[src/rtl/x_branch_ctrl.sv]
// ---------------------------------------------------------------------------
// x_branch_ctrl
//
// Execute-stage control and branch-resolution unit for an RV32I pipeline.
// Decodes the X-stage instruction into ALU operand selects and the branch
// compare mode, compares the forwarded operands, resolves conditional
// branches and jumps against the fetch-stage prediction, and owns a table of
// 2-bit saturating counters (BHT) that supplies that prediction.
//
// Ports
//   clk, rst         clock; synchronous active-high reset
//   f_pc             fetch PC used for the BHT lookup
//   f_pred_taken     prediction for f_pc (combinational, read-before-write)
//   x_valid/x_stall  X-stage holds a real instruction / X-stage frozen
//   x_opcode/funct3  X-stage instruction fields
//   x_pc             X-stage PC (indexes the BHT on update)
//   x_rs1/x_rs2      forwarded operand values
//   x_pred_taken     prediction carried down from fetch
//   x_asel           ALU A select: 0 rs1, 1 PC, 2 zero
//   x_bsel           ALU B select: 0 rs2, 1 immediate
//   x_brun           unsigned branch compare (bltu/bgeu)
//   x_pcsel          0 sequential, 1 ALU target, 2 x_pc+4 correction
//   x_flush          kill F/D this cycle
//   br_count         resolved conditional branches (saturating)
//   mispred_count    mispredicted conditional branches + jumps (saturating)
// ---------------------------------------------------------------------------
module x_branch_ctrl #(
  parameter int XLEN        = 32,
  parameter int BHT_ENTRIES = 16,
  parameter int CNT_W       = 32,
  localparam int IDX        = $clog2(BHT_ENTRIES)
) (
  input  logic             clk,
  input  logic             rst,
  input  logic [XLEN-1:0]  f_pc,
  output logic             f_pred_taken,
  input  logic             x_valid,
  input  logic             x_stall,
  input  logic [6:0]       x_opcode,
  input  logic [2:0]       x_funct3,
  input  logic [XLEN-1:0]  x_pc,
  input  logic [XLEN-1:0]  x_rs1,
  input  logic [XLEN-1:0]  x_rs2,
  input  logic             x_pred_taken,
  output logic [1:0]       x_asel,
  output logic             x_bsel,
  output logic             x_brun,
  output logic [1:0]       x_pcsel,
  output logic             x_flush,
  output logic [CNT_W-1:0] br_count,
  output logic [CNT_W-1:0] mispred_count
);

  // RV32I major opcodes
  localparam logic [6:0] OP_R      = 7'b0110011;
  localparam logic [6:0] OP_I      = 7'b0010011;
  localparam logic [6:0] OP_LOAD   = 7'b0000011;
  localparam logic [6:0] OP_STORE  = 7'b0100011;
  localparam logic [6:0] OP_BRANCH = 7'b1100011;
  localparam logic [6:0] OP_JAL    = 7'b1101111;
  localparam logic [6:0] OP_JALR   = 7'b1100111;
  localparam logic [6:0] OP_AUIPC  = 7'b0010111;
  localparam logic [6:0] OP_LUI    = 7'b0110111;

  typedef enum logic [1:0] {
    ASEL_RS1  = 2'd0,
    ASEL_PC   = 2'd1,
    ASEL_ZERO = 2'd2
  } asel_e;

  typedef enum logic [1:0] {
    PCSEL_SEQ  = 2'd0,
    PCSEL_ALU  = 2'd1,
    PCSEL_CORR = 2'd2
  } pcsel_e;

  localparam logic [1:0] CTR_RESET = 2'b01;  // weakly not-taken

  // -------------------------------------------------------------------------
  // State
  // -------------------------------------------------------------------------
  logic [1:0]       bht [BHT_ENTRIES];
  logic             kill_q;

  // -------------------------------------------------------------------------
  // Decode
  // -------------------------------------------------------------------------
  asel_e  asel;
  logic   bsel;
  logic   is_branch;
  logic   is_jump;
  logic   cond_f3;     // funct3 names a real conditional branch

  // NOTE: every always_comb output gets a default first, so no path can
  // leave a signal unassigned and infer a latch.
  always_comb begin
    asel = ASEL_RS1;
    bsel = 1'b1;
    unique case (x_opcode)
      OP_R:                          begin asel = ASEL_RS1;  bsel = 1'b0; end
      OP_I, OP_LOAD, OP_STORE,
      OP_JALR:                       begin asel = ASEL_RS1;  bsel = 1'b1; end
      OP_BRANCH, OP_JAL, OP_AUIPC:   begin asel = ASEL_PC;   bsel = 1'b1; end
      OP_LUI:                        begin asel = ASEL_ZERO; bsel = 1'b1; end
      default:                       begin asel = ASEL_RS1;  bsel = 1'b1; end
    endcase
  end

  assign is_branch = (x_opcode == OP_BRANCH);
  assign is_jump   = (x_opcode == OP_JAL) || (x_opcode == OP_JALR);
  assign cond_f3   = (x_funct3[2:1] != 2'b01);

  assign x_asel = asel;
  assign x_bsel = bsel;
  assign x_brun = is_branch && (x_funct3[2:1] == 2'b11);

  // -------------------------------------------------------------------------
  // Compare and resolve
  // -------------------------------------------------------------------------
  logic eq;
  logic lt;
  logic taken;

  assign eq = (x_rs1 == x_rs2);
  assign lt = x_brun ? (x_rs1 < x_rs2) : ($signed(x_rs1) < $signed(x_rs2));

  always_comb begin
    taken = 1'b0;
    unique case (x_funct3)
      3'b000:  taken = eq;
      3'b001:  taken = ~eq;
      3'b100,
      3'b110:  taken = lt;
      3'b101,
      3'b111:  taken = ~lt;
      default: taken = 1'b0;  // 010/011: treated as not-taken
    endcase
  end

  // An instruction arriving in X right after a redirect is wrong-path.
  logic v;
  logic fire;

  assign v    = x_valid & ~kill_q;
  assign fire = v & ~x_stall;

  pcsel_e pcsel;

  always_comb begin
    pcsel = PCSEL_SEQ;
    if (fire) begin
      if (is_jump) begin
        pcsel = PCSEL_ALU;
      end else if (is_branch) begin
        if (cond_f3 && taken && !x_pred_taken)
          pcsel = PCSEL_ALU;
        else if (!taken && x_pred_taken)
          pcsel = PCSEL_CORR;
      end
    end
  end

  assign x_pcsel = pcsel;
  assign x_flush = (pcsel != PCSEL_SEQ);

  // -------------------------------------------------------------------------
  // Update qualifiers
  // -------------------------------------------------------------------------
  logic           bht_upd;
  logic           mispred;
  logic [IDX-1:0] upd_idx;
  logic [IDX-1:0] look_idx;

  assign bht_upd  = fire && is_branch && cond_f3;
  assign mispred  = (bht_upd && (pcsel != PCSEL_SEQ)) || (fire && is_jump);
  assign upd_idx  = x_pc[IDX+1:2];
  assign look_idx = f_pc[IDX+1:2];

  // Reads the registered array, so a same-cycle update to this index shows
  // up only after the edge.
  assign f_pred_taken = bht[look_idx][1];

  // -------------------------------------------------------------------------
  // Sequential state
  // -------------------------------------------------------------------------
  // NOTE: state uses non-blocking assignments so every register samples the
  // pre-edge values, independent of statement order.
  always_ff @(posedge clk) begin
    if (rst) begin
      // NOTE: the BHT is a register array, not a RAM macro, so it can be
      // reset in one cycle; prediction must start weakly not-taken.
      for (int i = 0; i < BHT_ENTRIES; i++) bht[i] <= CTR_RESET;
      kill_q        <= 1'b0;
      br_count      <= '0;
      mispred_count <= '0;
    end else if (!x_stall) begin
      kill_q <= (pcsel != PCSEL_SEQ);

      if (bht_upd) begin
        if (taken && (bht[upd_idx] != 2'b11))
          bht[upd_idx] <= bht[upd_idx] + 2'd1;
        else if (!taken && (bht[upd_idx] != 2'b00))
          bht[upd_idx] <= bht[upd_idx] - 2'd1;

        if (br_count != '1)
          br_count <= br_count + CNT_W'(1);
      end

      if (mispred && (mispred_count != '1))
        mispred_count <= mispred_count + CNT_W'(1);
    end
  end

  // PC bits outside the BHT index do not affect this block.
  logic unused_pc_bits;
  assign unused_pc_bits = ^{f_pc[XLEN-1:IDX+2], f_pc[1:0],
                            x_pc[XLEN-1:IDX+2], x_pc[1:0]};

endmodule

[config.mk]
export PLATFORM = sky130hd
export DESIGN_NAME = x_branch_ctrl
export DESIGN_NICKNAME = d
export VERILOG_FILES = /design/src/rtl/x_branch_ctrl.sv
export SDC_FILE = /design/constraint.sdc
export NUM_CORES = 1
export LEC_CHECK = 0
export CORE_MARGIN = 2
export CORE_UTILIZATION = 55
export CTS_CLUSTER_SIZE = 20
export DETAILED_ROUTE_END_ITERATION = 8
export DONT_BUFFER_PORTS = 1
export PLACE_DENSITY = 0.81
export SETUP_SLACK_MARGIN = 0.5
export SYNTH_ARGS = -nofsm -noshare
export SYNTH_HDL_FRONTEND = slang
export SYNTH_SLANG_ARGS = --single-unit
export TNS_END_PERCENT = 50
[constraint.sdc]
create_clock -name clk -period 7.71 [get_ports clk]
set_input_delay 0.3855 -clock clk [delete_from_list [all_inputs] [get_ports clk]]
set_output_delay 0.3855 -clock clk [all_outputs]
set_load 0.02 [all_outputs]
==> flow_metrics.tcl <==
set metrics [dict create \
    outcome "finished clean" \
    tns_ps 0 \
    dr_total_vias 5409 \
    drive_above_1_share_pct 10.68 \
    path_class "input port to flip-flop" \
    die_y_um 111.3 \
    nNetsFinal 846 \
    post-cts-setup-buffers 0 \
    hp-start "rst" \
    routedWlPerCell_um 18.46 \
    syn_inst 697 \
    area_growth_pct 5.277 \
    p_sw_share_pct 22.80 \
    whs_endpoint "br_count[13]$_SDFFE_PP0P_" \
    wl_mm 15.08 \
    ir_drop_mv 0.1094 \
    grt_pass1_wl_mm 24.61 \
    grt_usage_pct 23.94 \
    antenna_found_initial 0 \
    overflow 0 \
    slowest_stage "mux2i_1" \
    reg2reg_from "mispred_count[6]$_SDFFE_PP0P_" \
    synth_area_leaders "dfxtp_1 (21%), edfxtp_1 (15%), ha_1 (6.7%)" \
    p_int_uw 856.5 \
    p_switching_uw 253.0 \
    timing.final.crit_share_pct 47.39 \
    seq_power_share_pct 47.9 \
    crit_fanout 16 \
    hold_path.class "input port to flip-flop" \
    coreArea_um2 11320 \
    ant_nets 0 \
    drc 0 \
    firstDrtPassIters 5 \
    ctsLongestPathBuffers 2 \
    io_pins 215 \
    pwr-share-comb_pct 9.1 \
    async_flop_share_pct 0 \
    ctsResizeCount 0 \
    synth_edf_count 32 \
    min_path_cells 1 \
    yosys_warnings 0 \
    finish.instance_area_um2 6665 \
    htreeDepth 3 \
    die_x_um 111.3 \
    cp.required_ps 7740 \
    synth_top_area_cell "dfxtp_1" \
    num_antenna_cells 0 \
    synth_ff_type "dfxtp_1" \
    ys_types 57 \
    p_leak_nw 2.285 \
    worst_pin_slew_ps 1233 \
    dieArea_um2 12390 \
    rrSetupSlack_ps 4480 \
    drv_slew 0 \
    initial_utilization_pct 55.92 \
    cp-end-kind "flip-flop" \
    synth_area_per_cell_um2 9.083 \
    placed_cell_area_um2 6346 \
    finalWeightedCongestion 0.9037 \
    path_common_cell "nand4_1" \
    hold_viol 0 \
    grt_max_degree 97 \
    cts_sinks 97 \
    slew_headroom_pct 15.46 \
    r2r_end "mispred_count[0]$_SDFFE_PP0P_" \
    ys_seq_area_share_pct 35.73 \
    rsz0062_at_grt "false" \
    final_util_pct 58.87 \
    crit_chain "inv_1 > ha_1 > nand4_1 > nor2_1 > a221o_1 > or2_1 > or3_4 > a41oi_4 > mux2i_1 > nand4_1" \
    reg2reg_depth 7 \
    num_rows 39 \
    fin_skew_ps 8.374 \
    pwr-share-clk_pct 43.0 \
    fill_cells 974 \
    slowest_delay_ps 1050 \
    worstSkewPairLatency_ps 340 \
    crit_path_start_kind "input port" \
    cts.clk_slew.worst_paths_ps 70 \
    ys_ff_latch 97 \
    cts_tree "yes" \
    setup_violations 0 \
    syn_area_um2 6331 \
    io_buffers 0 \
    crit_arrival_ps 3680 \
    cts_buffers 9 \
    synthesis.nets 874 \
    max_cap_viol_count 0 \
    synth_top_area_share_pct 20.55 \
    cts_root_buffer "clkbuf_16" \
    power.density_nw_per_um2 166.5 \
    power_mw 1.110 \
    grt_pass1_vias 5366 \
    drt_iter0_markers 442 \
    fmax_ghz 0.2737 \
    place_hpwl_mm 11.19 \
    period_needed_ps 3653 \
    vias_per_cell 6.621 \
    cts-hold-fix-buffers 0 \
]
per-layer routing:
layer / global-route usage, % / part of all wire (%) / vias up / wire length [um]
met4: 8.971 / 2.1 / 0 / 313
met1: 27.22 / 38 / 2542 / 5785
met3: 7.162 / 9.3 / 30 / 1396
met5: 0 / 0 / - / 0
li1: - / - / 2561 / -
met2: 42.32 / 50 / 276 / 7587
cell type report:
class	instances	area (um^2)	area share, %
tap	143	178.9	2.684
clock buffer	9	225.2	3.379
multi-input combinational	521	3751	56.28
timing repair buffer	1	7.507	0.1126
sequential	97	2262	33.94
clock inverter	7	93.84	1.408
inverter	39	146.4	2.196
power groups by stage:
| stage | Sequential, mW | Combinational [mW] | Clock (mW) |
|---|---|---|---|
| after floorplan | 0.542 | 0.0954 | 0 |
| after detailed placement | 0.543 | 0.100 | 0 |
| final | 0.531 | 0.101 | 0.477 |
| after CTS | 0.531 | 0.101 | 0.485 |
| after global placement | 0.543 | 0.0944 | 0 |
| after global routing | 0.532 | 0.113 | 0.504 |
through the flow:
step / std cells / hold slack (ps) / worst slack (ps)
after detailed placement: 801 / 490.6 / 3729
final: 817 / 146.7 / 4057
after CTS: 817 / 130.4 / 4076
after global placement: 801 / 485.4 / 3880
after global routing: 817 / 106.9 / 3873
after floorplan: 697 / 563.4 / 4478
worst max path at each step:
stage,from,endpoint,depth (start not counted)
2_1_floorplan,x_rs2[14],bht[0][0]$_SDFFCE_PN1P_,11
3_3_place_gp,x_rs2[14],bht[1][0]$_SDFFCE_PN1P_,10
3_5_place_dp,x_rs2[31],bht[0][0]$_SDFFCE_PN1P_,10
4_1_cts,x_rs2[31],bht[0][0]$_SDFFCE_PN1P_,10
5_1_grt,x_rs2[14],bht[2][0]$_SDFFCE_PN1P_,10
6_report,x_rs2[31],bht[3][0]$_SDFFCE_PN1P_,10
cells in the mapped netlist (2+ instances only):
cell / number
a31o_2: 12
and3_1: 9
o31ai_1: 12
or3_1: 13
buf_2: 8
nor3b_1: 2
and2_1: 13
nor3_1: 11
o21ai_0: 15
buf_1: 4
and4_1: 7
mux4_2: 15
a41o_1: 5
xnor2_1: 6
o211ai_1: 2
edfxtp_1: 32
nor2_1: 66
nand2_1: 38
dfxtp_1: 65
or4_1: 18
mux2i_1: 4
a2111oi_0: 2
nand3_1: 36
nand3b_1: 2
nor2b_1: 17
a21oi_1: 36
nand2b_1: 10
ha_1: 34
inv_1: 39
clkbuf_1: 26
or2_2: 6
xor2_1: 25
nor4_1: 30
a221oi_1: 3
o21a_1: 2
nand4_1: 38
mux2_2: 14
cell usage in the layout (no fill, tap or decap), types with 2 or more instances in the layout:
master | synthesis | routed
nor2b_1 | 17 | 17
a41o_1 | 5 | 5
o211ai_1 | 2 | 2
and4_1 | 7 | 7
or4_1 | 18 | 18
a2111oi_0 | 2 | 2
a21oi_1 | 36 | 36
nand4_1 | 38 | 38
nand3b_1 | 2 | 2
nor3_1 | 11 | 11
clkbuf_16 | 0 | 9
inv_1 | 39 | 39
o21a_1 | 2 | 2
mux2_2 | 14 | 14
mux4_2 | 15 | 15
ha_1 | 34 | 34
nand3_1 | 36 | 36
o31ai_1 | 12 | 12
or3_1 | 13 | 13
nor3b_1 | 2 | 2
xor2_1 | 25 | 25
bufinv_16 | 0 | 2
edfxtp_1 | 32 | 32
or2_2 | 6 | 6
o21ai_0 | 15 | 15
and2_1 | 13 | 13
nand2b_1 | 10 | 10
xnor2_1 | 6 | 6
mux2i_1 | 4 | 4
and3_1 | 9 | 9
nor2_1 | 66 | 66
nor4_1 | 30 | 30
nand2_1 | 38 | 38
a221oi_1 | 3 | 3
dfxtp_1 | 65 | 65
a31o_2 | 12 | 12
sequential cells by signal, summed over array words and instances (netlist names):
signal and cells:
bht 32, br_count 32, kill_q 1, mispred_count 32
cell families after synthesis:
group	count (synthesis)	share of synthesized area (%)
AO/OA/AOI/OAI	101	11.88
XOR/XNOR	32	4.546
adder cells (fa/ha/maj)	34	6.719
buffers and inverters	79	5.020
flip-flops	97	35.73
multiplexers	33	8.458
AND/OR/NAND/NOR	321	27.65
critical path: cells and delay by family:
family                   cells  cell delay, ps
AND/OR/NAND/NOR              5            1190
multiplexers                 1            1050
AO/OA/AOI/OAI                2             700
adder cells (fa/ha/maj)      1             330
buffers and inverters        1              20
(Power assumes the default switching activity.)
